==> src/rtl/dp_datapath.sv <==
// ---------------------------------------------------------------------------
// dp_datapath -- 4-bit register-file / ALU datapath
//
// Purpose
//   A four-entry, 4-bit register file with two read ports. The ports feed a
//   small ALU (add, sub, and, xor). The ALU result can be written back to the
//   register file and is also registered onto 'out'. All state changes on the
//   rising edge of clk. Reset is synchronous and active-high.
//
// Ports
//   clk  in   1  single clock, rising edge
//   rst  in   1  synchronous active-high reset (clears out and r0..r3)
//   in1  in   4  external operand A (write-mux source 11)
//   in2  in   4  external operand B (write-mux source 10)
//   s1   in   2  write-data select: 00 zero, 01 ALU, 10 in2, 11 in1
//   wa   in   2  write address
//   we   in   1  write enable
//   raa  in   2  read address, port A
//   rea  in   1  read enable, port A (disabled port reads 4'h0)
//   rab  in   2  read address, port B
//   reb  in   1  read enable, port B (disabled port reads 4'h0)
//   c    in   2  ALU op: 00 add, 01 sub, 10 and, 11 xor
//   s2   in   1  output select: 0 forces zero, 1 passes ALU result
//   out  out  4  registered datapath result
//
// Configuration
//   DP_BYPASS_EN  When defined, a read port whose address matches wa during an
//                 enabled write returns the value being written in the same
//                 cycle (write-through). Without it, the read port returns the
//                 stored, pre-write value.
// ---------------------------------------------------------------------------
module dp_datapath (
  input  logic       clk,
  input  logic       rst,
  input  logic [3:0] in1,
  input  logic [3:0] in2,
  input  logic [1:0] s1,
  input  logic [1:0] wa,
  input  logic       we,
  input  logic [1:0] raa,
  input  logic       rea,
  input  logic [1:0] rab,
  input  logic       reb,
  input  logic [1:0] c,
  input  logic       s2,
  output logic [3:0] out
);

  // Write-data mux encodings
  localparam logic [1:0] SEL_ZERO = 2'b00;
  localparam logic [1:0] SEL_ALU  = 2'b01;
  localparam logic [1:0] SEL_IN2  = 2'b10;
  localparam logic [1:0] SEL_IN1  = 2'b11;

  // ALU op encodings
  localparam logic [1:0] OP_ADD = 2'b00;
  localparam logic [1:0] OP_SUB = 2'b01;
  localparam logic [1:0] OP_AND = 2'b10;
  localparam logic [1:0] OP_XOR = 2'b11;

  logic [3:0] regs [4];
  logic [3:0] wd_ext;   // write data from the non-ALU sources
  logic [3:0] wd;       // final write data
  logic [3:0] a_data;
  logic [3:0] b_data;
  logic [3:0] alu_y;

  // -------------------------------------------------------------------------
  // Write-data mux. It is split so the ALU-independent part (wd_ext) can be
  // forwarded to the read ports without creating a path from the ALU output
  // back to its own inputs.
  // -------------------------------------------------------------------------
  // NOTE: every signal assigned in always_comb gets a default first, so no
  // path can leave it unassigned and infer a latch.
  always_comb begin
    wd_ext = 4'h0;
    case (s1)
      SEL_IN2: wd_ext = in2;
      SEL_IN1: wd_ext = in1;
      default: wd_ext = 4'h0;
    endcase
  end

  assign wd = (s1 == SEL_ALU) ? alu_y : wd_ext;

  // -------------------------------------------------------------------------
  // Read ports
  // -------------------------------------------------------------------------
`ifdef DP_BYPASS_EN
  // Write-through is limited to the external/zero sources. Forwarding the
  // ALU result would let the ALU feed its own operands within a single cycle,
  // which is a combinational loop. When s1 selects the ALU, the read ports
  // therefore return the stored value.
  logic byp_ok;
  assign byp_ok = we && (s1 != SEL_ALU);

  always_comb begin
    a_data = 4'h0;
    if (rea) begin
      a_data = (byp_ok && (raa == wa)) ? wd_ext : regs[raa];
    end
  end

  always_comb begin
    b_data = 4'h0;
    if (reb) begin
      b_data = (byp_ok && (rab == wa)) ? wd_ext : regs[rab];
    end
  end
`else
  // Reads see the value stored before this edge's write.
  always_comb begin
    a_data = 4'h0;
    if (rea) a_data = regs[raa];
  end

  always_comb begin
    b_data = 4'h0;
    if (reb) b_data = regs[rab];
  end
`endif

  // -------------------------------------------------------------------------
  // ALU: 4-bit results that wrap modulo 16. There is no carry or borrow
  // output.
  // -------------------------------------------------------------------------
  always_comb begin
    alu_y = 4'h0;
    case (c)
      OP_ADD: alu_y = a_data + b_data;
      OP_SUB: alu_y = a_data - b_data;
      OP_AND: alu_y = a_data & b_data;
      OP_XOR: alu_y = a_data ^ b_data;
      default: alu_y = 4'h0;
    endcase
  end

  // -------------------------------------------------------------------------
  // Register file. Reset has priority over a write in the same cycle.
  // -------------------------------------------------------------------------
  // NOTE: sequential state is assigned with non-blocking (<=) so every
  // register samples pre-edge values, independent of block ordering.
  // NOTE: the register file is reset explicitly. Its four entries are plain
  // flops rather than a RAM macro, and a defined state is required after
  // reset.
  always_ff @(posedge clk) begin
    if (rst) begin
      for (int i = 0; i < 4; i++) regs[i] <= 4'h0;
    end else if (we) begin
      regs[wa] <= wd;
    end
  end

  // -------------------------------------------------------------------------
  // Output register: one cycle of latency from any input change.
  // -------------------------------------------------------------------------
  always_ff @(posedge clk) begin
    if (rst)     out <= 4'h0;
    else if (s2) out <= alu_y;
    else         out <= 4'h0;
  end

endmodule

==> config.mk <==
export PLATFORM = sky130hd
export DESIGN_NAME = dp_datapath
export DESIGN_NICKNAME = d
export VERILOG_FILES = /design/src/rtl/dp_datapath.sv
export SDC_FILE = /design/constraint.sdc
export NUM_CORES = 1
export LEC_CHECK = 0
export ABC_CLOCK_PERIOD_IN_PS = 4700
export BUFFER_PORTS_ARGS = -buffer_cell sky130_fd_sc_hd__buf_2
export CAP_MARGIN = 20
export CORE_MARGIN = 2
export CORE_UTILIZATION = 55
export CTS_CLUSTER_DIAMETER = 120
export CTS_CLUSTER_SIZE = 8
export DETAILED_ROUTE_END_ITERATION = 12
export GPL_TIMING_DRIVEN = 0
export PLACE_DENSITY = 0.79
export SETUP_SLACK_MARGIN = 0.05
export SYNTH_ARGS = -nofsm -noshare
export SYNTH_HDL_FRONTEND = slang
export SYNTH_SLANG_ARGS = --single-unit
==> constraint.sdc <==
create_clock -name clk -period 4.7 [get_ports clk]
set_clock_uncertainty 0.2 [all_clocks]
set_input_delay 1.175 -clock clk [delete_from_list [all_inputs] [get_ports clk]]
set_output_delay 1.175 -clock clk [all_outputs]
set_load 0.02 [all_outputs]
### Yosys cells after proc, flatten, opt, wreduce, memory -nomap -nowiden

Memories as Yosys holds them, arrays and structs flattened.
Index checks and enable logic that the tools add are counted.

| operators by class | value |
|---|---|
| add/subtract/negate cells | 2 |
| equal/unequal tests | 6 |
| muxes and demuxes | 13 |
| bitwise operators | 3 |
| reductions and logical operators | 3 |

Operators with widths:

| operator | number |
|---|---|
| $mux W4 | 4 |
| $pmux W4 S4 | 1 |
| $eq A2 B2 Y1 const B | 4 |
| $pmux W4 S2 | 1 |
| $mux W1 | 6 |
| $add A4 B4 Y4 | 1 |
| $and A4 B4 Y4 | 1 |
| $eq A2 B1 Y1 const B | 2 |
| $reduce_or A4 Y1 | 1 |
| $sub A4 B4 Y4 | 1 |
| $xor A4 B4 Y4 | 1 |
| $logic_not A2 Y1 | 1 |
| $mux W2 | 1 |
| $reduce_or A2 Y1 | 1 |
| $not A1 Y1 | 1 |

| word-level totals | value |
|---|---|
| register bits after elaboration | 4 |
| bits in writable memories | 16 |
| input port bits | 24 |
| output and inout bits | 4 |
| memories kept | 1 |

Memory list:

| memory | words | bits a word | read ports | clocked after Yosys merged registers in | wr ports | line | source |
|---|---|---|---|---|---|---|---|
| regs | 4 | 4 | 2 | 0 | 4 | 61 | `logic [3:0] regs [4];` |

### Depth between registers and ports, before layout

Gate-level depths: netlist of run 1.
An unclocked memory read counts as a cell.

| depth | value |
|---|---|
| depth after elaboration | 6 |
| mapped depth | 13 |

### Worst setup path after synthesis of run 1

Ideal clock, no wire load.

| timing path | value |
|---|---|
| path type | in2reg |
| start point | input rab[0] |
| end point | register out[3] |
| library setup time | 73 ps |
| arrival time | 3891 ps |
| path slack | 535 ps |
| stages | 13 |
| buffers on the path | 0 |
| cell sequence | mux4_1 -> and2_1 -> inv_1 -> ha_1 -> nand2_1 -> o21ai_0 -> inv_1 -> ha_1 -> a21o_1 -> a21oi_1 -> xor3_2 -> or4_1 -> o211ai_2 |

| on the way | value |
|---|---|
| longest elaborated chain between the ends | 4 |
| elaborated cells on any way between the ends | 7 |
| those cells by class | add/sub: 2; mux: 2; bitwise: 2; memory: 1 |

RTL lines:

| item | line | source |
|---|---|---|
| start: declaration | 42 | `input logic [1:0] rab,` |
| $mem_v2 Z4 W4 * | -- |  |
| $mux W4 * | 119 | `if (reb) b_data = regs[rab];` |
| $sub A4 B4 Y4, or another cell as far along | 131 | `OP_SUB: alu_y = a_data - b_data;` |
| $pmux W4 S4 * | 129 | `case (c)` |
| end signal: assignment | 159 | `else if (s2) out <= alu_y;` |
| end: declaration | 46 | `output logic [3:0] out` |

Mark *: on every way between the ends. The rest lies on a longest branch, timed or not.
A chain may end at the register's enable or synchronous reset.

### Worst setup path in the final report of run 1

Same ends and word-level chain as after synthesis.

==> run_results.csv, run 1 <==
group,metric,value,unit
outcome,run_status,"complete, no violations",
final_layout,n_fill_cell,209,
global_routing,grt_max_degree,13,
final_layout,drive_gt1_share,24.4,%
logic_synthesis,post_synth_net_total,175,
final_layout,antenna-diode-count,0,
timing,drv_slew,0,
clock_network,cts_htree_levels,1,
logic_synthesis,postSynthRegisterBits,20,
routing,drtIter0Drc,75,
logic_synthesis,async_flop_share,0,%
logic_synthesis,simple_gate_share_of_the_synthesized_area,20.9,%
floorplan,boundaryPins,28,
final_layout,finish.net_count,205,
floorplan,die_y,56.3,um
timing,min_period_over_period,94.0,%
floorplan,floorplan.core_area,0.00252,sq mm
floorplan,placementRows,18,
critical_path,start_kind,"input port",
global_routing,grt_pass1_wl,5.44,mm
critical_path,worstReg2RegStart,"regs[1][0]$_SDFFCE_PN0P_",
logic_synthesis,synthesized_area_fraction_occupied_by_ao_oa_aoi_and_oai_cells,12.6,%
placement,number_of_buffer_cells_added_on_primary_ports,25,
critical_path,timing.setup.critical_path_class,"input port to register",
timing,timing.max_slew.rel_slack,42.4,%
logic_synthesis,syn_area_per_cell,10.5,sq um
global_routing,track_usage,22.3,%
logic_synthesis,muxShareOfSynthArea,15.6,%
logic_synthesis,synth-seq-area-share,37.3,%
critical_path,endpoint_kind,"register",
critical_path,worst_r2r_endpoint,"out[3]$_SDFF_PP0_",
critical_path,cp_data_required_time,4.75,ns
power_and_ir_drop,p_leak,0.719,nW
logic_synthesis,post_synth_fa_ha_maj_area_fraction,7.17,%
critical_path,timing.reg2reg.worst_path_depth,13,
placement,post-dp-hpwl,2.72,mm
timing,setup-tns-final,0,ns
critical_path,crit_arrival,4.46,ns
routing,via_count,1244,
clock_network,post_cts.resized_instances,0,
logic_synthesis,synth-edff-count,16,
logic_synthesis,post_synth_instance_area,0.00150,sq mm
logic_synthesis,synth_top_flop_cell,"edfxtp_1",
clock_network,cts_hold_buf,0,
clock_network,clkSlewWorstSetupHoldPaths,0.12,ns
routing,detail_route.wl_per_cell,16.6,um
routing,drt_first_pass_iters,4,
clock_network,cts_tree,"done",
global_routing,antenna_found_initial,0,
placement,gp_routability_congestion,0.914,
logic_synthesis,cell_count_after_synthesis,143,
final_layout,multi_input_area,896,sq um
clock_network,clk_path_buf_depth,2,
critical_path,critical_path_peak_fanout,10,
worst_hold_path,worstHoldPathType,"register to register",
flow_run,maxCapViolCount,0,
power_and_ir_drop,vdd_ir_drop_max,0.000171,V
routing,totalWireLength,3.36,mm
floorplan,dieWidth,56.3,um
clock_network,clk_root_buffer_cell,"clkbuf_4",
final_layout,final-seq-area,561,sq um
routing,drc_errors,0,
timing,report.final.hold_viol_count,0,
floorplan,floorplan.initialDensity,59.5,%
clock_network,worst_skew_pair.late_latency,0.32,ns
logic_synthesis,combinational_family_with_the_most_area_after_synthesis,"simple AND/OR/NAND/NOR gates",
timing,unrepaired_setup_endpoints_after_global_routing,"no",
timing,layout_min_cycle_time,4.42,ns
clock_network,postCtsSetupRepairBufs,0,
timing,clock.fmax,226,MHz
logic_synthesis,netlist-cell-type-count,43,
logic_synthesis,yosysWarningCount,0,
critical_path,timing.reg2reg.setup_slack,0.92,ns
clock_network,tritoncts_num_sinks,20,
clock_network,cts_made_buffers,3,
power_and_ir_drop,power.density,278,mW/mm^2
critical_path,worstSetupStartpoint,"rab[0]",
power_and_ir_drop,p_total,0.000478,W
timing,tightest_slew,0.850,ns
routing,detail_route.vias_per_cell,6.16,
critical_path,endpoint,"out[3]$_SDFF_PP0_",
final_layout,syn_to_final_growth,14.3,%
global_routing,number_of_global_route_vias_before_repair,1198,
routing,ant_nets,0,
global_routing,grt_overflow,0,
timing,finalSetupViolCount,0,
logic_synthesis,synthesized_area_fraction_occupied_by_xor_and_xnor_cells,3.42,%
floorplan,die_area,0.00316,sq mm
## registers in the layout (all words and copies together) (netlist names)
register  cells
out           4
regs         16
## report_power, final
part / leakage [nW] / internal [W] / total, W / switching, W
logic: 0.491 / 0.0000552 / 0.000128 / 0.0000731
clock network: 0.0279 / 0.0000864 / 0.000143 / 0.0000568
registers: 0.199 / 0.000202 / 0.000206 / 0.00000440
total: 0.719 / 0.000343 / 0.000478 / 0.000134
## area by class of cell
class | count | share of cell area, %
Inverter | 8 | 1.75
Sequential cell | 20 | 32.7
Tap cell | 30 | 2.19
Timing Repair Buffer | 25 | 7.29
Clock inverter | 1 | 1.75
Buffer | 4 | 0.875
Multi-Input combinational cell | 111 | 52.2
Clock buffer | 3 | 1.31
## metrics by stage
| step | hold WS [ns] | std cells | util, % | instance area (sq um) | setup WS [ns] |
|---|---|---|---|---|---|
| finish | 0.887 | 202 | 68.1 | 1720 | 0.284 |
| global route | 0.924 | 202 | 68.1 | 1720 | 0.106 |
| CTS | 0.860 | 202 | 68.1 | 1720 | 0.295 |
| detailed placement | 0.837 | 198 | 66.0 | 1660 | -0.00538 |
| global placement | 0.823 | 198 | 66.0 | 1660 | 0.0894 |
| floorplan | 0.698 | 143 | - | 1500 | 0.535 |
## worst min-delay path by stage
stage,start,to,slack (ns),cells past startpoint
after floorplan,regs[1][0]$_SDFFCE_PN0P_,out[0]$_SDFF_PP0_,0.70,5
after global placement,regs[1][0]$_SDFFCE_PN0P_,out[0]$_SDFF_PP0_,0.82,5
after detailed placement,regs[2][0]$_SDFFCE_PN0P_,out[0]$_SDFF_PP0_,0.84,4
after CTS,regs[2][0]$_SDFFCE_PN0P_,out[0]$_SDFF_PP0_,0.86,4
after global routing,regs[2][0]$_SDFFCE_PN0P_,out[0]$_SDFF_PP0_,0.92,4
final,regs[2][0]$_SDFFCE_PN0P_,out[0]$_SDFF_PP0_,0.89,4
## metal layers
metal	track usage, %	vias to the layer above	share of wire [%]
li1	-	603	-
met1	29.1	582	42
met2	35.6	48	49
met3	3.00	11	5.2
met4	12.6	0	3.1
met5	0	-	0
## critical path: stages
cell and delay [ns]:
buf_2 0.16, mux4_1 0.62, and2_1 0.23, inv_1 0.07, ha_1 0.23, nand2_1 0.06
o21ai_0 0.13, inv_1 0.09, ha_1 0.22, a21o_1 0.15, a21oi_1 0.27, xor3_2 0.42
or4_1 0.55, o211ai_2 0.08
## layout by cell type, fill, tap and decap left out, types with 2 or more instances in the layout
cell type / netlist / layout
a211oi_1: 2 / 2
a21oi_1: 4 / 4
a22oi_1: 2 / 2
and2_1: 5 / 5
buf_2: 0 / 25
clkbuf_1: 4 / 4
clkbuf_4: 0 / 3
dfxtp_1: 4 / 4
edfxtp_1: 16 / 16
ha_1: 7 / 7
inv_1: 8 / 8
mux2_2: 4 / 4
mux2i_1: 2 / 2
mux4_1: 3 / 3
mux4_2: 4 / 4
nand2_1: 11 / 11
nand2b_1: 7 / 7
nand3_1: 3 / 3
nand4_1: 3 / 3
nor2_1: 15 / 15
nor2b_1: 3 / 3
nor3_1: 6 / 6
o211ai_1: 3 / 3
o21ai_0: 3 / 3
or3_1: 2 / 2
xnor2_1: 3 / 3
## synthesized netlist by cell type (3+ instances only)
| master | number | area share (%) |
|---|---|---|
| and2_1 | 5 | 2.1 |
| nand3_1 | 3 | 1.0 |
| xnor2_1 | 3 | 1.8 |
| mux2_2 | 4 | 3.0 |
| clkbuf_1 | 4 | 1.0 |
| inv_1 | 8 | 2.0 |
| o21ai_0 | 3 | 1.0 |
| mux4_1 | 3 | 5.3 |
| o211ai_1 | 3 | 1.5 |
| nand2b_1 | 7 | 2.9 |
| nor2_1 | 15 | 3.7 |
| a21oi_1 | 4 | 1.3 |
| nor2b_1 | 3 | 1.3 |
| nand2_1 | 11 | 2.8 |
| edfxtp_1 | 16 | 32 |
| ha_1 | 7 | 5.8 |
| nand4_1 | 3 | 1.3 |
| nor3_1 | 6 | 2.0 |
| dfxtp_1 | 4 | 5.3 |
| mux4_2 | 4 | 6.0 |
## logic make-up after synthesis
family,count (synthesis)
multiplexers,13
AND/OR/NAND/NOR,61
buffers and inverters,12
flip-flops,20
AO/OA/AOI/OAI,25
XOR/XNOR,4
adder cells (fa/ha/maj),8
Note: power is estimated with default switching activity, not from simulation.
==> run 2, diff against run 1 <==
- ABC_AREA: unset -> 1
- ABC_CLOCK_PERIOD_IN_PS: 4700 -> 4300
- CORE_UTILIZATION: 55 -> 56
- PLACE_DENSITY: 0.79 -> 0.8
- clock period: 4.7 -> 4.3 ns (I/O delays scaled with it)
==> run_results.csv, run 2 <==
group,metric,value,unit
timing,finalSetupViolCount,0,
timing,clock.fmax,272,MHz
timing,setup-tns-final,0,ns
global_routing,track_usage,21.4,%
logic_synthesis,synth-seq-area-share,35.5,%
floorplan,floorplan.initialDensity,58.3,%
routing,ant_nets,0,
logic_synthesis,post_synth_net_total,252,
routing,totalWireLength,3.08,mm
clock_network,worst_skew_pair.late_latency,0.29,ns
timing,tightest_slew,0.397,ns
floorplan,placementRows,19,
logic_synthesis,post_synth_main_area_contributors,"edfxtp_1 (30%), nand2_1 (12%), inv_1 (10%), nand3_1 (6.7%), nor2_1 (5.7%)",
clock_network,clk_path_buf_depth,2,
final_layout,postLayoutCellArea,0.00177,sq mm
floorplan,die_area,0.00326,sq mm
final_layout,most_common_cell_after_layout_fill_and_taps_aside,"nand2_1",
final_layout,final-seq-area,561,sq um
clock_network,tritoncts_num_sinks,20,
critical_path,critical_path_peak_fanout,10,
logic_synthesis,synthesized_area_fraction_occupied_by_xor_and_xnor_cells,1.11,%
final_layout,multi_input_area,811,sq um
critical_path,endpoint_kind,"register",
critical_path,crit_arrival,3.62,ns
critical_path,worstReg2RegStart,"regs[1][0]$_SDFFCE_PN0P_",
placement,number_of_buffer_cells_added_on_primary_ports,25,
final_layout,n_fill_cell,267,
outcome,run_status,"complete, no violations",
final_layout,final_core_utilization,65.3,%
critical_path,worstSetupStartpoint,"rab[0]",
clock_network,post_cts.resized_instances,0,
final_layout,largest_register_ff_count,16,
critical_path,timing.reg2reg.setup_slack,1.25,ns
flow_run,maxCapViolCount,0,
power_and_ir_drop,vdd_ir_drop_max,0.000223,V
placement,place_area,0.00174,sq mm
global_routing,antenna_found_initial,0,
logic_synthesis,post_synth_instance_area,0.00158,sq mm
clock_network,cts_made_buffers,3,
logic_synthesis,combinational_family_with_the_most_area_after_synthesis,"simple AND/OR/NAND/NOR gates",
clock_network,cts_hold_buf,0,
timing,layout_min_cycle_time,3.67,ns
logic_synthesis,synth-edff-count,16,
routing,via_count,1412,
logic_synthesis,postSynthRegisterBits,20,
floorplan,boundaryPins,28,
floorplan,die_y,57.1,um
timing,timing.max_slew.rel_slack,73.6,%
floorplan,floorplan.core_area,0.00271,sq mm
logic_synthesis,cell_count_after_synthesis,220,
final_layout,final_cell_mix,"nand2_1 (52), inv_1 (42), buf_2 (25)",
routing,detail_route.vias_per_cell,5.04,
final_layout,antenna-diode-count,0,
logic_synthesis,synth_top_cell_by_area,"edfxtp_1",
placement,gp_routability_congestion,0.813,
final_layout,drive_gt1_share,20.9,%
worst_hold_path,worstHoldPathType,"register to register",
clock_network,postCtsSetupRepairBufs,0,
logic_synthesis,synth_commonest_cells,"nand2_1 (52), inv_1 (42), nor2_1 (24)",
global_routing,grt_overflow,0,
critical_path,timing.setup.critical_path_class,"input port to register",
final_layout,biggestRegsByFlops,"regs (16), out (4)",
logic_synthesis,async_flop_share,0,%
critical_path,cp_data_required_time,4.24,ns
clock_network,clkSlewWorstSetupHoldPaths,0.10,ns
routing,detail_route.wl_per_cell,11.0,um
logic_synthesis,post_synth_fa_ha_maj_area_fraction,6.81,%
global_routing,number_of_global_route_vias_before_repair,1314,
logic_synthesis,simple_gate_share_of_the_synthesized_area,33.0,%
critical_path,start_kind,"input port",
power_and_ir_drop,p_leak,0.925,nW
final_layout,registers.top_by_ff_count,"regs",
routing,drc_errors,0,
global_routing,grt_max_degree,12,
floorplan,dieWidth,57.1,um
logic_synthesis,synth_top_flop_cell,"edfxtp_1",
routing,drt_first_pass_iters,4,
timing,min_period_over_period,85.4,%
clock_network,clk_root_buffer_cell,"clkbuf_4",
timing,unrepaired_setup_endpoints_after_global_routing,"no",
logic_synthesis,yosysWarningCount,0,
clock_network,cts_tree,"done",
logic_synthesis,syn_area_per_cell,7.18,sq um
final_layout,finish.net_count,282,
timing,report.final.hold_viol_count,0,
logic_synthesis,post-synth-top-area-fraction,30.4,%
logic_synthesis,synthesized_area_fraction_occupied_by_ao_oa_aoi_and_oai_cells,10.4,%
routing,drtIter0Drc,42,
final_layout,syn_to_final_growth,12.0,%
logic_synthesis,netlist-cell-type-count,25,
timing,drv_slew,0,
logic_synthesis,synthMostInstantiatedCell,"nand2_1",
power_and_ir_drop,power.density,258,mW/mm^2
logic_synthesis,muxShareOfSynthArea,0,%
global_routing,grt_pass1_wl,5.49,mm
clock_network,cts_htree_levels,1,
placement,post-dp-hpwl,2.59,mm
worst_hold_path,hp-start,"regs[3][2]$_DFFE_PP_",
==> run 2: cell type report <==
type / count / share of cell area, %
well taps: 31 / 2.19
clock buffers: 3 / 1.27
plain buffers: 3 / 1.91
inverters: 46 / 9.89
repair buffers: 25 / 7.07
flip-flops and latches: 20 / 31.7
multi-input cells: 151 / 45.8
clock inverters: 1 / 0.212
==> run 2: cell families (layout without fill, tap and decap cells) <==
family,count (synthesis),in the layout
AO/OA/AOI/OAI,28,28
buffers and inverters,49,78
AND/OR/NAND/NOR,113,113
adder cells (fa/ha/maj),8,8
XOR/XNOR,2,2
flip-flops,20,20
==> run 2: worst max-delay path: stages <==
cell,delay [ns]
buf_2,0.11
buf_6,0.13
nand2_1,0.06
nand3_1,0.08
nand2_1,0.07
nand2_1,0.11
ha_1,0.22
nor2_1,0.13
xnor2_1,0.13
inv_1,0.06
ha_1,0.33
nand2_1,0.08
nand2_1,0.05
a31oi_1,0.25
inv_1,0.07
nand3_1,0.11
nand2_1,0.06
nand2_1,0.07
nand3_2,0.10
nand2_2,0.08
nand2_2,0.07
a21oi_1,0.17
==> run 2: worst paths after layout <==
path                              end  depth (start not counted)
min                 out[2]$_SDFF_PP0_                          5
max reg2reg  regs[0][3]$_SDFFCE_PN0P_                         21
min reg2reg         out[2]$_SDFF_PP0_                          5
max          regs[0][3]$_SDFFCE_PN0P_                         22
==> run 2: layer usage <==
layer / wire, um / up-vias / global-route usage (%) / part of all wire [%]
met2: 1470 / 33 / 36.3 / 48
met4: 46 / 0 / 7.97 / 1.5
met3: 144 / 4 / 1.81 / 4.7
met5: 0 / - / 0 / 0
met1: 1420 / 623 / 28.8 / 46
li1: - / 752 / - / -
==> run 2: power breakdown <==
group	internal [W]	leakage [nW]	switching (W)	total, W
Combinational	0.0000548	0.713	0.0000913	0.000146
Sequential	0.000221	0.197	0.00000413	0.000225
Clock	0.0000338	0.0154	0.0000528	0.0000866
Total	0.000309	0.925	0.000148	0.000457
==> run 2: per-stage QoR <==
step	std cells	total power, W	worst slack (ns)	hold WS, ns
after floorplan	220	0.000334	0.798	0.662
after global placement	276	0.000369	0.364	0.808
after detailed placement	276	0.000375	0.349	0.815
after CTS	280	0.000458	0.662	0.833
after global routing	280	0.000487	0.360	0.923
final	280	0.000457	0.626	0.826
